[src/rtl/dict_table_sched.sv]
// Single-port dictionary table scheduler: optional preload from memory, then one read grant per cycle.
// Define DICT_SCHED_PRELOAD_EN to enable the LOAD phase; otherwise the table is filled externally.
module dict_table_sched #(
  parameter int unsigned IDX_SIZE     = 8,
  parameter int unsigned VAL_SIZE     = 15,
  parameter logic [31:0] BASE_ADDR    = 32'h0001_0000,
  parameter int unsigned STARVE_LIMIT = 4
) (
  input  logic                clk,
  input  logic                reset,
  output logic                mem_req_valid,
  input  logic                mem_req_ready,
  output logic [31:0]         mem_req_addr,
  input  logic [31:0]         mem_req_rdata,
  output logic                tbl_en,
  output logic                tbl_we,
  output logic [IDX_SIZE-1:0] tbl_addr,
  output logic [VAL_SIZE-1:0] tbl_wdata,
  input  logic [VAL_SIZE-1:0] tbl_rdata,
  input  logic                dec_valid,
  output logic                dec_ready,
  input  logic [IDX_SIZE-1:0] dec_key,
  output logic                dec_rsp_valid,
  output logic [VAL_SIZE-1:0] dec_rsp_val,
  input  logic                fill_valid,
  output logic                fill_ready,
  input  logic [IDX_SIZE-1:0] fill_key,
  output logic                fill_rsp_valid,
  output logic [VAL_SIZE-1:0] fill_rsp_val,
  output logic                load_done
);
  localparam int unsigned       WAIT_W   = $clog2(STARVE_LIMIT + 1);
  localparam logic [WAIT_W-1:0] WAIT_MAX = WAIT_W'(STARVE_LIMIT);

  typedef enum logic {LOAD, SERVE} state_t;

`ifdef DICT_SCHED_PRELOAD_EN
  localparam state_t RST_STATE = LOAD;
  logic [IDX_SIZE:0] idx, idx_nxt;
  logic              unused_in;
  assign unused_in = ^mem_req_rdata[31:VAL_SIZE];
`else
  localparam state_t RST_STATE = SERVE;
  logic              unused_in;
  assign unused_in = ^{BASE_ADDR, mem_req_ready, mem_req_rdata};
`endif

  state_t            state, state_nxt;
  logic [WAIT_W-1:0] wait_cnt;
  logic              grant_dec, grant_fill;
  logic              rsp_pend, rsp_tag;

  // load_done doubles as the "serving" qualifier so the no-preload build stays idle until the first edge.
  always_comb begin
    mem_req_valid = 1'b0;
    mem_req_addr  = '0;
    tbl_en        = 1'b0;
    tbl_we        = 1'b0;
    tbl_addr      = '0;
    tbl_wdata     = '0;
    grant_dec     = 1'b0;
    grant_fill    = 1'b0;
    state_nxt     = state;
`ifdef DICT_SCHED_PRELOAD_EN
    idx_nxt       = idx;
`endif
    if (!reset) begin
      if (load_done) begin
        grant_fill = fill_valid && (!dec_valid || wait_cnt == WAIT_MAX);
        grant_dec  = dec_valid && !grant_fill;
        tbl_en     = grant_fill || grant_dec;
        if (grant_fill)     tbl_addr = fill_key;
        else if (grant_dec) tbl_addr = dec_key;
      end
`ifdef DICT_SCHED_PRELOAD_EN
      else if (state == LOAD) begin
        mem_req_valid = 1'b1;
        mem_req_addr  = BASE_ADDR + (32'(idx) << 2);
        if (mem_req_ready) begin
          tbl_en    = 1'b1;
          tbl_we    = 1'b1;
          tbl_addr  = idx[IDX_SIZE-1:0];
          tbl_wdata = mem_req_rdata[VAL_SIZE-1:0];
          idx_nxt   = idx + 1'b1;
          if (idx[IDX_SIZE-1:0] == '1) state_nxt = SERVE;
        end
      end
`endif
    end
  end

  assign dec_ready      = grant_dec;
  assign fill_ready     = grant_fill;
  assign dec_rsp_valid  = rsp_pend && !rsp_tag;
  assign fill_rsp_valid = rsp_pend && rsp_tag;
  assign dec_rsp_val    = dec_rsp_valid  ? tbl_rdata : '0;
  assign fill_rsp_val   = fill_rsp_valid ? tbl_rdata : '0;

  always_ff @(posedge clk or posedge reset) begin
    if (reset) begin
      state     <= RST_STATE;
      wait_cnt  <= '0;
      rsp_pend  <= 1'b0;
      rsp_tag   <= 1'b0;
      load_done <= 1'b0;
`ifdef DICT_SCHED_PRELOAD_EN
      idx       <= '0;
`endif
    end else begin
      state     <= state_nxt;
      load_done <= (state_nxt == SERVE);
      rsp_pend  <= grant_dec || grant_fill;
      rsp_tag   <= grant_fill;
`ifdef DICT_SCHED_PRELOAD_EN
      idx       <= idx_nxt;
`endif
      if (!fill_valid || grant_fill)  wait_cnt <= '0;
      else if (wait_cnt != WAIT_MAX) wait_cnt <= wait_cnt + 1'b1;
    end
  end

endmodule

[config.mk]
export PLATFORM = sky130hd
export DESIGN_NAME = dict_table_sched
export DESIGN_NICKNAME = d
export VERILOG_FILES = /design/src/rtl/dict_table_sched.sv
export SDC_FILE = /design/constraint.sdc
export NUM_CORES = 1
export LEC_CHECK = 0
export BUFFER_PORTS_ARGS = -buffer_cell sky130_fd_sc_hd__buf_2
export CAP_MARGIN = 20
export CORE_ASPECT_RATIO = 1.2
export CORE_MARGIN = 2
export CORE_UTILIZATION = 25
export CTS_CLUSTER_DIAMETER = 40
export CTS_CLUSTER_SIZE = 25
export DETAILED_ROUTE_END_ITERATION = 10
export PLACE_DENSITY = 0.76
export SYNTH_ARGS = -nofsm -noshare
export SYNTH_HDL_FRONTEND = slang
export SYNTH_SLANG_ARGS = --single-unit
[constraint.sdc]
create_clock -name clk -period 1.6 [get_ports clk]
set_clock_uncertainty 0.05 [all_clocks]
set_input_delay 0.24 -clock clk [delete_from_list [all_inputs] [get_ports clk]]
set_output_delay 0.24 -clock clk [all_outputs]
set_load 0.005 [all_outputs]
; ---- Word level (Yosys, flattened, before mapping)
; Index checks and enable logic that the tools add are counted.
[word_totals]
reg_bits = 6
in_bits = 68
wordCells = 34
[classes]
addsub = 1
eq_ne = 2
mux = 14
reduce_logical = 13
[op_table]
columns = operator, n
row1 = $mux 8, 4
row2 = $mux 15, 2
row3 = $mux 1, 6
row4 = $mux 3, 2
row5 = $logic_and 1x1->1, 4
row6 = $logic_not 1->1, 4
row7 = $logic_or 1x1->1, 4
row8 = $add 3x1->3 const B, 1
row9 = $eq 3x3->1 const B, 1
row10 = $ne 3x3->1 const B, 1
row11 = $reduce_bool 2->1, 1

; ---- Longest topological paths before layout
[logic_depth]
ltp_word = 9
mapped_depth = 5
mapped_depth_nobuf = 5

; ---- Worst setup path after synthesis
; No wires, ideal clock.
[synth_timing]
path_kind = register to output
from = reg wait_cnt[0]
to = out tbl_addr[0]
arrival_time_ns = 1.376
slack_ns = -0.066
stages_incl_launch_ff = 6
cell_sequence = dfrtp_1 -> inv_1 -> ha_1 -> a21boi_2 -> nor3b_4 -> a22o_1
[synth_via]
elab_chain_cells = 9
[synth_lines]
columns = item, line_no
row1 = "start, declared", 49  ; logic [WAIT_W-1:0] wait_cnt;
row2 = "start signal, assigned", 118  ; else if (wait_cnt != WAIT_MAX) wait_cnt <= wait_cnt + 1'b1;
row3 = $eq 3x3->1 (*), 69  ; grant_fill = fill_valid && (!dec_valid || wait_cnt == WAIT_MAX);
row4 = $logic_or 1x1->1 (*), 69
row5 = $logic_and 1x1->1 (*), 69
row6 = $logic_not 1->1, 70  ; grant_dec = dec_valid && !grant_fill;
row7 = $logic_and 1x1->1, 70
row8 = $mux 8, 73  ; else if (grant_dec) tbl_addr = dec_key;
row9 = $mux 8 (*), 72  ; if (grant_fill) tbl_addr = fill_key;
row10 = $mux 8 (*), 68  ; if (load_done) begin
row11 = $mux 8 (*), 67  ; if (!reset) begin
row12 = "end, declared", 17  ; output logic [IDX_SIZE-1:0] tbl_addr,
; Mark *: on every way between the ends. The rest lies on a longest branch, timed or not.

; ---- Worst setup path in the final report
[layout_timing]
from = reg wait_cnt[1]
to = out tbl_addr[4]
; The elaborated chain is that of the path after synthesis.

==> run_results.csv <==
group,metric,value,unit
outcome,status,"finished, violations left",
outcome,violations,"negative setup slack",
grt,antenna_found_initial,0,
worst_setup_path,cp_slowest_cell,"dfrtp_1",
die,pin_count,161,
power,peakVddDrop,0.540,mV
worst_setup_path,end_kind,"output pin",
clock_tree,clk_pin_slew,40,ps
worst_setup_path,cp_cell_sequence,"inv_2 -> ha_4 -> a21boi_4 -> nor3b_4 -> buf_6 -> a22o_1 -> buf_2",
finish,n_antenna_cell,0,
worst_setup_path,crit_family,"flip-flops",
timing,fin_tns_setup,-1710,ps
synth,synth_cells,124,
routing,drt_wl_total,2.43,mm
placed_design,gp_congestion,0.644,
routing,route.vias.total,1015,
clock_tree,tritoncts,"built",
routing,wl_per_cell,9.06,µm
power,power.density,453,mW/mm²
power,p_leak,0.960,nW
placed_design,pre_cts_slack,-72.2,ps
timing,hold_slack,247,ps
timing,fin_crit_sh,1.13,
clock_tree,numClockSinks,6,
grt,grtUsageTotal,0.0966,
grt,first_global_vias,849,
die,die-area,0.00444,mm²
grt,grt_max_degree,17,
routing,drc,0,
worst_setup_path,path_buf_inv,3,
clock_tree,worstSkewPairLatency,220,ps
clock_tree,clockRootBuffer,"clkbuf_8",
worst_setup_path,worstPathRequired,1310,ps
finish,fin_nets,288,
clock_tree,cts_max_path_buffers,2,
synth,synth_seq_cells,6,
die,design.core.area,0.00369,mm²
clock_tree,h-tree-depth,1,
timing,setup_slack,-207,ps
flow_run,drv_cap,0,
timing,final_hold_viol_count,0,
grt,grt_pass1_wl,3.38,mm
worst_setup_path,crit_arrival,1520,ps
routing,drtIter0Drc,9,
synth,syn-cell-area,981,µm²
die,start_util,0.266,
worst_setup_path,startpoint_type,"flop",
worst_setup_path,critical_path_class,"flop to output pin",
synth,synth-seq-area-share,0.153,
routing,via_per_inst,3.79,
synth,syn_area_per_cell,7.91,µm²
die,rows,24,
routing,firstDrtPassIters,2,
placed_design,post-dp-hpwl,2.13,mm
synth,ys_warn_count,0,
die,die_y,72.6,µm
timing,period_needed,1810,ps
min_path,min_path_type,"primary input to flop",
timing,fmax,553,MHz
placed_design,placed_area,0.00133,mm²
timing,setup_viol,10,
min_path,whs_path_depth,3,
synth,synth_cell_types,22,
timing,rsz0062_at_grt,"yes",
placed_design,io_buffer_count,78,
die,fp.dieW,61.2,µm
worst_setup_path,critPathMaxStageDelay,380,ps
worst_setup_path,reg2regPathDepth,6,
finish,design_area,0.00144,mm²
timing,timing.final.max_slew_violations,0,
routing,ant_nets,0,
worst_setup_path,critical_path_depth,7,
clock_tree,cts_buffers,3,
grt,overflow,0,
finish,syn2layout_area_growth,46.8,%
finish,drive_above_1_share,0.472,
finish,stdcell_count,268,
worst_setup_path,path_max_fanout,5,
placed_design,place_inst,261,
[what timing repair did]
item / in CTS / in global routing
cloned: 1 / 0
hold buffers: 1 / 0
resized for setup: 7 / 3
endpoints found under the hold margin: 6 / 0
buffers inserted: 1 / 1
pin swaps: 9 / 3
setup endpoints to repair: 10 / 10
[state kept, by name (all words and copies together), names as in the netlist]
name,count
rsp_pend,1
wait_cnt,3
rsp_tag,1
load_done,1
[logic make-up after synthesis]
| family | Yosys count | share of synthesized area |
|---|---|---|
| adders and majority gates | 2 | 0.0255 |
| other | 2 | 0.00766 |
| DFF | 6 | 0.153 |
| and+or+nand+nor | 45 | 0.282 |
| AOI/OAI and AO/OA | 12 | 0.120 |
| xor gates and xnor gates | 1 | 0.00893 |
| buffers and inverters | 56 | 0.403 |
[cell type report]
cell class                      count  area [µm²]
Multi-Input combinational cell    110         636
Sequential cell                     6         150
Clock buffer                        3        41.3
Tap cell                           52        65.1
Timing Repair Buffer               93         533
Fill cell                         396        2250
Inverter                            4        15.0
[cell usage in the layout (no fill, tap or decap), types with 2 or more instances in the layout]
master / netlist / final
nor2_1: 6 / 6
a22o_1: 8 / 8
buf_4: 49 / 10
dfrtp_1: 6 / 6
inv_2: 0 / 2
nand2_1: 3 / 3
and2_1: 16 / 16
inv_1: 4 / 2
clkbuf_8: 0 / 3
and3_1: 15 / 15
buf_2: 1 / 76
conb_1: 2 / 50
buf_6: 0 / 6
[final timing paths]
| check | from | end | slack (ps) |
|---|---|---|---|
| hold / removal | dec_valid | rsp_pend$_DFF_PP0_ | 250 |
| setup reg to reg | wait_cnt[0]$_DFFE_PP0P_ | wait_cnt[2]$_DFFE_PP0P_ | 280 |
| min in group asynchronous | reset | wait_cnt[0]$_DFFE_PP0P_ | 440 |
| max in group asynchronous | reset | load_done$_DFF_PP0_ | 880 |
| hold reg to reg | load_done$_DFF_PP0_ | rsp_pend$_DFF_PP0_ | 570 |
| setup / recovery | wait_cnt[1]$_DFFE_PP0P_ | tbl_addr[4] | -210 |
[through the flow]
| step | utilization | power, W |
|---|---|---|
| finish | 0.390 | 0.000653 |
| global route | 0.390 | 0.000707 |
| CTS | 0.384 | 0.000652 |
| detailed placement | 0.360 | 0.000405 |
| global placement | 0.360 | 0.000399 |
| floorplan | - | 0.000379 |
[power by group]
group	leakage (nW)	internal (W)	switching (W)	total (W)
combinational	0.860	0.000130	0.000126	0.000256
sequential	0.0783	0.000164	0.00000914	0.000173
clock	0.0216	0.000161	0.0000625	0.000224
total	0.960	0.000455	0.000198	0.000653
[per-layer routing]
metal	vias up	wire, µm	track usage
met4	0	0	0.0145
li1	491	-	-
met3	0	274	0.0213
met5	-	0	0
met2	75	1340	0.196
met1	449	815	0.0963
[cells in the mapped netlist]
library cell	n	area, µm²
buf_4	49	368
and2_1	16	100
and3_1	15	93.8
a22o_1	8	70.1
dfrtp_1	6	150
nor2_1	6	22.5
inv_1	4	15.0
nand2_1	3	11.3
clkbuf_1	2	7.51
conb_1	2	7.51
ha_1	2	25.0
a21boi_2	1	11.3
a21oi_1	1	5.00
a311oi_4	1	26.3
buf_2	1	5.00
nand2b_4	1	13.8
nand3_1	1	5.00
nor2b_1	1	6.26
nor3_1	1	5.00
nor3b_4	1	18.8
o21ai_1	1	5.00
xnor2_1	1	8.76
[worst min-delay path, stage by stage]
cell and delay [ps]:
buf_2 100, nor2_1 60, nor2_1 80
Power figures use the tool's default switching activity.
